===== config.mk =====
export PLATFORM = sky130hd
export DESIGN_NAME = vedic_nbit_pipe_mult
export DESIGN_NICKNAME = d
export VERILOG_FILES = /design/src/rtl/vedic_nbit_pipe_mult.sv
export SDC_FILE = /design/constraint.sdc
export NUM_CORES = 1
export LEC_CHECK = 0
export CAP_MARGIN = 20
export CORE_UTILIZATION = 50
export DETAILED_ROUTE_END_ITERATION = 6
export PLACE_DENSITY_LB_ADDON = 0.2
export SLEW_MARGIN = 15
export SYNTH_ARGS = -nofsm -noshare
export SYNTH_HDL_FRONTEND = slang
export SYNTH_SLANG_ARGS = --single-unit

===== constraint.sdc =====
create_clock -name clk -period 10.9 [get_ports clk]
set_input_delay 2.18 -clock clk [delete_from_list [all_inputs] [get_ports clk]]
set_output_delay 2.18 -clock clk [all_outputs]
set_load 0.02 [all_outputs]

===== src/rtl/vedic_nbit_pipe_mult.sv =====
// Pipelined WIDTH x WIDTH Urdhva-Tiryakbhyam multiplier with signed/unsigned mode,
// valid/ready handshakes and a pass-through tag; three registered stages.

module vedic_mult #(
  parameter int unsigned W = 4
) (
  input  logic [W-1:0]   a,
  input  logic [W-1:0]   b,
  output logic [2*W-1:0] p
);
  if (W <= 4) begin : g_cell
    // Vertical/crosswise column sums: column k gathers every a[i]&b[j] with i+j==k.
    logic [2*W-1:0] col;
    always_comb begin
      p   = '0;
      col = '0;
      for (int unsigned k = 0; k < 2*W-1; k++) begin
        col = '0;
        for (int unsigned i = 0; i < W; i++) begin
          for (int unsigned j = 0; j < W; j++) begin
            if (i + j == k) col = col + {{(2*W-1){1'b0}}, a[i] & b[j]};
          end
        end
        p = p + (col << k);
      end
    end
  end else begin : g_split
    localparam int unsigned H = W / 2;
    logic [W-1:0] pp_ll, pp_hl, pp_lh, pp_hh;
    logic [W:0]   mid;

    vedic_mult #(.W(H)) u_ll (.a(a[H-1:0]), .b(b[H-1:0]), .p(pp_ll));
    vedic_mult #(.W(H)) u_hl (.a(a[W-1:H]), .b(b[H-1:0]), .p(pp_hl));
    vedic_mult #(.W(H)) u_lh (.a(a[H-1:0]), .b(b[W-1:H]), .p(pp_lh));
    vedic_mult #(.W(H)) u_hh (.a(a[W-1:H]), .b(b[W-1:H]), .p(pp_hh));

    assign mid = {1'b0, pp_hl} + {1'b0, pp_lh};
    assign p   = {pp_hh, pp_ll} + ({{(W-1){1'b0}}, mid} << H);
  end
endmodule

module vedic_nbit_pipe_mult #(
  parameter int unsigned WIDTH = 8,
  parameter int unsigned TAG_W = 4
) (
  input  logic               clk,
  input  logic               rst,
  input  logic               in_valid,
  output logic               in_ready,
  input  logic [WIDTH-1:0]   in_a,
  input  logic [WIDTH-1:0]   in_b,
  input  logic               in_signed,
  input  logic [TAG_W-1:0]   in_tag,
  output logic               out_valid,
  input  logic               out_ready,
  output logic [2*WIDTH-1:0] out_p,
  output logic [TAG_W-1:0]   out_tag
);
  localparam int unsigned H = WIDTH / 2;

  logic advance;

  // S0: magnitudes and result sign
  logic             v0;
  logic [WIDTH-1:0] a_mag, b_mag;
  logic             neg0;
  logic [TAG_W-1:0] tag0;

  // S1: registered half-width partial products
  logic             v1;
  logic [WIDTH-1:0] pp_ll, pp_hl, pp_lh, pp_hh;
  logic [WIDTH-1:0] c_ll, c_hl, c_lh, c_hh;
  logic             neg1;
  logic [TAG_W-1:0] tag1;

  // S2: combine and apply sign
  logic [WIDTH:0]     mid;
  logic [2*WIDTH-1:0] mag_sum;
  logic [2*WIDTH-1:0] result;

  assign advance  = !out_valid || out_ready;
  assign in_ready = advance;

  vedic_mult #(.W(H)) u_ll (.a(a_mag[H-1:0]),     .b(b_mag[H-1:0]),     .p(c_ll));
  vedic_mult #(.W(H)) u_hl (.a(a_mag[WIDTH-1:H]), .b(b_mag[H-1:0]),     .p(c_hl));
  vedic_mult #(.W(H)) u_lh (.a(a_mag[H-1:0]),     .b(b_mag[WIDTH-1:H]), .p(c_lh));
  vedic_mult #(.W(H)) u_hh (.a(a_mag[WIDTH-1:H]), .b(b_mag[WIDTH-1:H]), .p(c_hh));

  always_comb begin
    mid     = {1'b0, pp_hl} + {1'b0, pp_lh};
    mag_sum = {pp_hh, pp_ll} + ({{(WIDTH-1){1'b0}}, mid} << H);
    result  = mag_sum;
    // A zero magnitude stays zero regardless of the requested sign.
    if (neg1 && (mag_sum != '0)) result = -mag_sum;
  end

  always_ff @(posedge clk or posedge rst) begin
    if (rst) begin
      v0        <= 1'b0;
      v1        <= 1'b0;
      out_valid <= 1'b0;
      out_p     <= '0;
      out_tag   <= '0;
    end else if (advance) begin
      v0        <= in_valid;
      v1        <= v0;
      out_valid <= v1;
      if (v1) begin
        out_p   <= result;
        out_tag <= tag1;
      end
    end
  end

  always_ff @(posedge clk) begin
    if (advance) begin
      if (in_valid) begin
        a_mag <= (in_signed && in_a[WIDTH-1]) ? -in_a : in_a;
        b_mag <= (in_signed && in_b[WIDTH-1]) ? -in_b : in_b;
        neg0  <= in_signed && (in_a[WIDTH-1] ^ in_b[WIDTH-1]);
        tag0  <= in_tag;
      end
      pp_ll <= c_ll;
      pp_hl <= c_hl;
      pp_lh <= c_lh;
      pp_hh <= c_hh;
      neg1  <= neg0;
      tag1  <= tag0;
    end
  end
endmodule


**Yosys cells after proc, flatten, opt, wreduce, memory -nomap -nowiden**

Cells that the tools add are included.

- Register bits after elaboration: 81
- Bits of input ports: 25

- Multiplexer cells: 3
- Bitwise logic cells: 65
- Reductions and logical operators: 9
- Add/subtract/negate cells: 65

Operator list:

| operator | count |
|---|---|
| $add 8x8->8 | 16 |
| $and 1x1->1 | 64 |
| $add 1x1->2 | 20 |
| $add 5x1->5 | 8 |
| $add 1x8->8 | 4 |
| $add 8x7->8 | 4 |
| $add 6x1->6 | 4 |
| $add 16x13->16 | 1 |
| $add 4x1->4 | 4 |
| $mux 16 | 1 |
| $mux 8 | 2 |
| $neg 16->16 | 1 |
| $neg 8->8 | 2 |
| $reduce_bool 16->1 | 1 |
| $add 8x8->9 | 1 |
| $logic_and 1x1->1 | 4 |
| $reduce_and 2->1 | 2 |
| $logic_not 1->1 | 1 |
| $logic_or 1x1->1 | 1 |
| $xor 1x1->1 | 1 |

**Longest topological paths before layout**

- Word-level depth: 8
- Mapped depth: 19

**Modules after synthesis**

From an unflattened synthesis, not the netlist that was laid out.

- Cell total of the unflattened synthesis: 579
- Area total of the unflattened synthesis: 6,067.1 um^2

Modules (own cells, without submodules):

| module | cells each | seq. area each (um^2) | instances | area each (um^2) |
|---|---|---|---|---|
| vedic_nbit_pipe_mult | 359 | 2,317.2 | 1 | 4,125.2 |
| vedic_mult | 55 | 0.0 | 4 | 485.5 |

**Worst setup path before layout**

Ideal clock, no wire load.

- Path kind: input -> output
- Start point: input port out_ready
- End point: output port in_ready
- Data required time: 8.720 ns
- Setup slack: 5.136 ns
- Arrival: 3.584 ns
- Stages on the path: 2
- Cell sequence: nand2b_1 clkbuf_1

- Cells in the longest elaborated chain, start to end: 1

Ends and longest elaborated chain:

| element | RTL line | RTL |
|---|---|---|
| start, declared | 55 | `input logic out_ready,` |
| $logic_or 1x1->1 | 81 | `assign advance = !out_valid \|\| out_ready;` |
| end, declared | 49 | `output logic in_ready,` |

Every way passes these cells.

**Final worst setup path**

Ends and elaborated chain as after synthesis.

==> metrics <==
Iter 0 DRT Violations 200; Top Layer Used met4; Post-synth EDFFs 58; Pleak 0.00336 µW; met3 WL 292 µm; Post-Syn Area 6160 µm²; crit path launch type primary input; Port Buffers 46; CTS Hold Buffers Added 0; syn avg cell area 10.8 µm²; Clock Path Buffers 2; largest net degree at the start of global routing 45; diode count 0; #FFs+latches synth 81; die width 113 µm; fraction of registers with async set/reset 0.284; Syn-to-layout area delta 15.0%; Tmin final 6.05 ns; status finished, final reports clean; Setup Viol. Count Final 0; Fmax achieved 165 MHz; Initial Utilization 0.513; Sink Count 81; Final HPWL DP 8670 µm; Vias/cell 5.25; post-synthesis xor/xnor area fraction 0.0637; DIE HEIGHT 113 µm; GPL Wtd Cong 0.832; number of CTS-inserted buffers 9; Setup crit end kind primary output; most frequent cells after synthesis ha_1 (84), inv_1 (70), edfxtp_1 (58), nand2_1 (54), and2_1 (51); r2r startpoint pp_hl[0]$_DFFE_PN_; sequential fraction of the synthesis area 0.376; hold path cells 0; clock-pin slew on the worst setup and hold paths 0.07 ns; maximum vdd drop 0.161 mV; area share of the largest cell type after synthesis 0.283; Vias 4071; Core Region 12000 µm²; area share of fa/ha/maj cells after synthesis 0.261; global-route wire length before repair 19200 µm; hold worst-path end tag1[1]$_DFFE_PN_; period utilisation layout 0.555; drt first pass iters 4; GRT overflow 0; Syn Nets 710; synth warn 0; I/O pins 47; Slew @ Worst Pin 0.950 ns; Cell variety after synth 57; num rows 40; Antenna Nets Post-Route 0; Hold Vio Cnt, Final 0; nets 761; Synth Instances 573; CP Max Fanout 44; FF-to-FF setup slack 6.65 ns; Hold Crit Class register to register; Min Hold Slack 0.426 ns; Simple-Gate Fraction of Synth Area 0.141; post-CTS sizing 0; Arr. time, crit path 3.87 ns; reg2reg path depth 18; most numerous cell in the Yosys netlist ha_1; WL met2 5710 µm; Critical R2R Capture out_p[3]$_DFFE_PP0P_; H-tree levels 3; CTS tree built; die area 12800 µm²; layout cell share with drive strength beyond 1 0.0572; initial antenna violation count 0; post-DR wirelength/cell 14.0 µm; Slew Limit Fails 0; Synth area leader edfxtp_1; Top FF cell, synth edfxtp_1; Hold Startpoint tag0[1]$_DFFE_PP_; number of global-route vias before repair 4256; mux contribution to synthesized area 0.0122; WS Path Type primary input to primary output; Post-CTS Setup Repair Bufs 0; critical path data required time 8.72 ns; final wirelength 10900 µm; Synth Area in Compound Gates 0.0968; maxcap violations 0; relative slew slack 0.365; GRT Overall Usage 0.190; P per Cell Area 267 nW/µm²; worst skew pair latency 0.34 ns; largest cells by area after synthesis edfxtp_1 (28%), ha_1 (17%), dfrtp_1 (9.3%); CTS Root Buffer Type clkbuf_16; DRC Markers 0; largest family of logic cells by synthesized area adder cells; setup total negative slack 0 ns; RSZ-0062 raised after global routing no; Clock Skew 0.00880 ns; met1 WL 4770 µm
worst max path at each step:
stage,from,end,slack (ns),cells after the start
after floorplan,out_ready,in_ready,5.14,2
after global placement,out_ready,in_ready,4.83,4
after detailed placement,out_ready,in_ready,4.83,4
after CTS,out_ready,in_ready,4.82,4
after global routing,out_ready,in_ready,4.74,4
final,out_ready,in_ready,4.85,4
flip-flops by register name (all words and copies together), names as in the netlist:
| register | count |
|---|---|
| b_mag | 8 |
| pp_hl | 8 |
| out_valid | 1 |
| tag0 | 4 |
| out_p | 16 |
| tag1 | 4 |
| a_mag | 8 |
| neg0 | 1 |
| neg1 | 1 |
| out_tag | 4 |
| pp_lh | 8 |
| v0 | 1 |
| v1 | 1 |
| pp_ll | 8 |
| pp_hh | 8 |
critical path, cell delays in order:
cell and delay, ns:
clkdlybuf4s50_1 0.45, nand2b_2 0.10, buf_4 0.43, clkdlybuf4s50_1 0.70
kinds of logic after synthesis:
kind of cell | after synthesis
buffers and inverters | 77
xor gates and xnor gates | 44
DFF | 81
muxes | 7
adders and majority gates | 112
AOI/OAI and AO/OA | 87
and+or+nand+nor | 165
per-stage QoR:
step	power [µW]	setup WS (ns)	instance area (µm²)	util	std cells
final	1890	4.85	7090	0.590	776
after global routing	2060	4.74	7090	0.590	776
after CTS	1900	4.82	7090	0.590	776
after detailed placement	1580	4.83	6780	0.564	760
after global placement	1540	4.83	6780	0.564	760
after floorplan	1330	5.14	6160	-	573
routing by layer:
layer	up-vias	GRT usage
met5	-	0
met4	0	0.0588
met3	8	0.0295
met2	74	0.356
met1	1920	0.222
li1	2069	-
power by group:
part / switching [µW] / internal (µW) / total, µW / leakage [µW]
registers: 58.0 / 446 / 504 / 0.000863
logic: 615 / 456 / 1070 / 0.00235
clock network: 134 / 182 / 316 / 0.000149
total: 807 / 1080 / 1890 / 0.00336
cell type report:
cell class | instances | area (µm²)
multi-input cells | 415 | 3550
fillers | 1011 | 4920
inverters | 70 | 263
repair buffers | 47 | 468
flip-flops and latches | 81 | 2320
well taps | 147 | 184
clock inverters | 7 | 83.8
clock buffers | 9 | 225
layout by cell type, fill, tap and decap left out, types with 4 or more instances in the layout:
master,netlist,routed
clkbuf_16,0,9
xnor2_1,19,19
dfrtp_1,23,23
clkdlybuf4s50_1,0,46
ha_1,84,84
a31oi_1,7,7
and2_1,51,51
nor2_1,18,18
inv_1,70,70
nor3_1,10,10
edfxtp_1,58,58
nand3_1,5,5
a21oi_1,23,23
o21ai_0,16,16
xor2_1,24,24
mux2_2,4,4
a21o_1,14,14
fa_1,28,28
nand2_1,54,54
(Power assumes the default switching activity.)
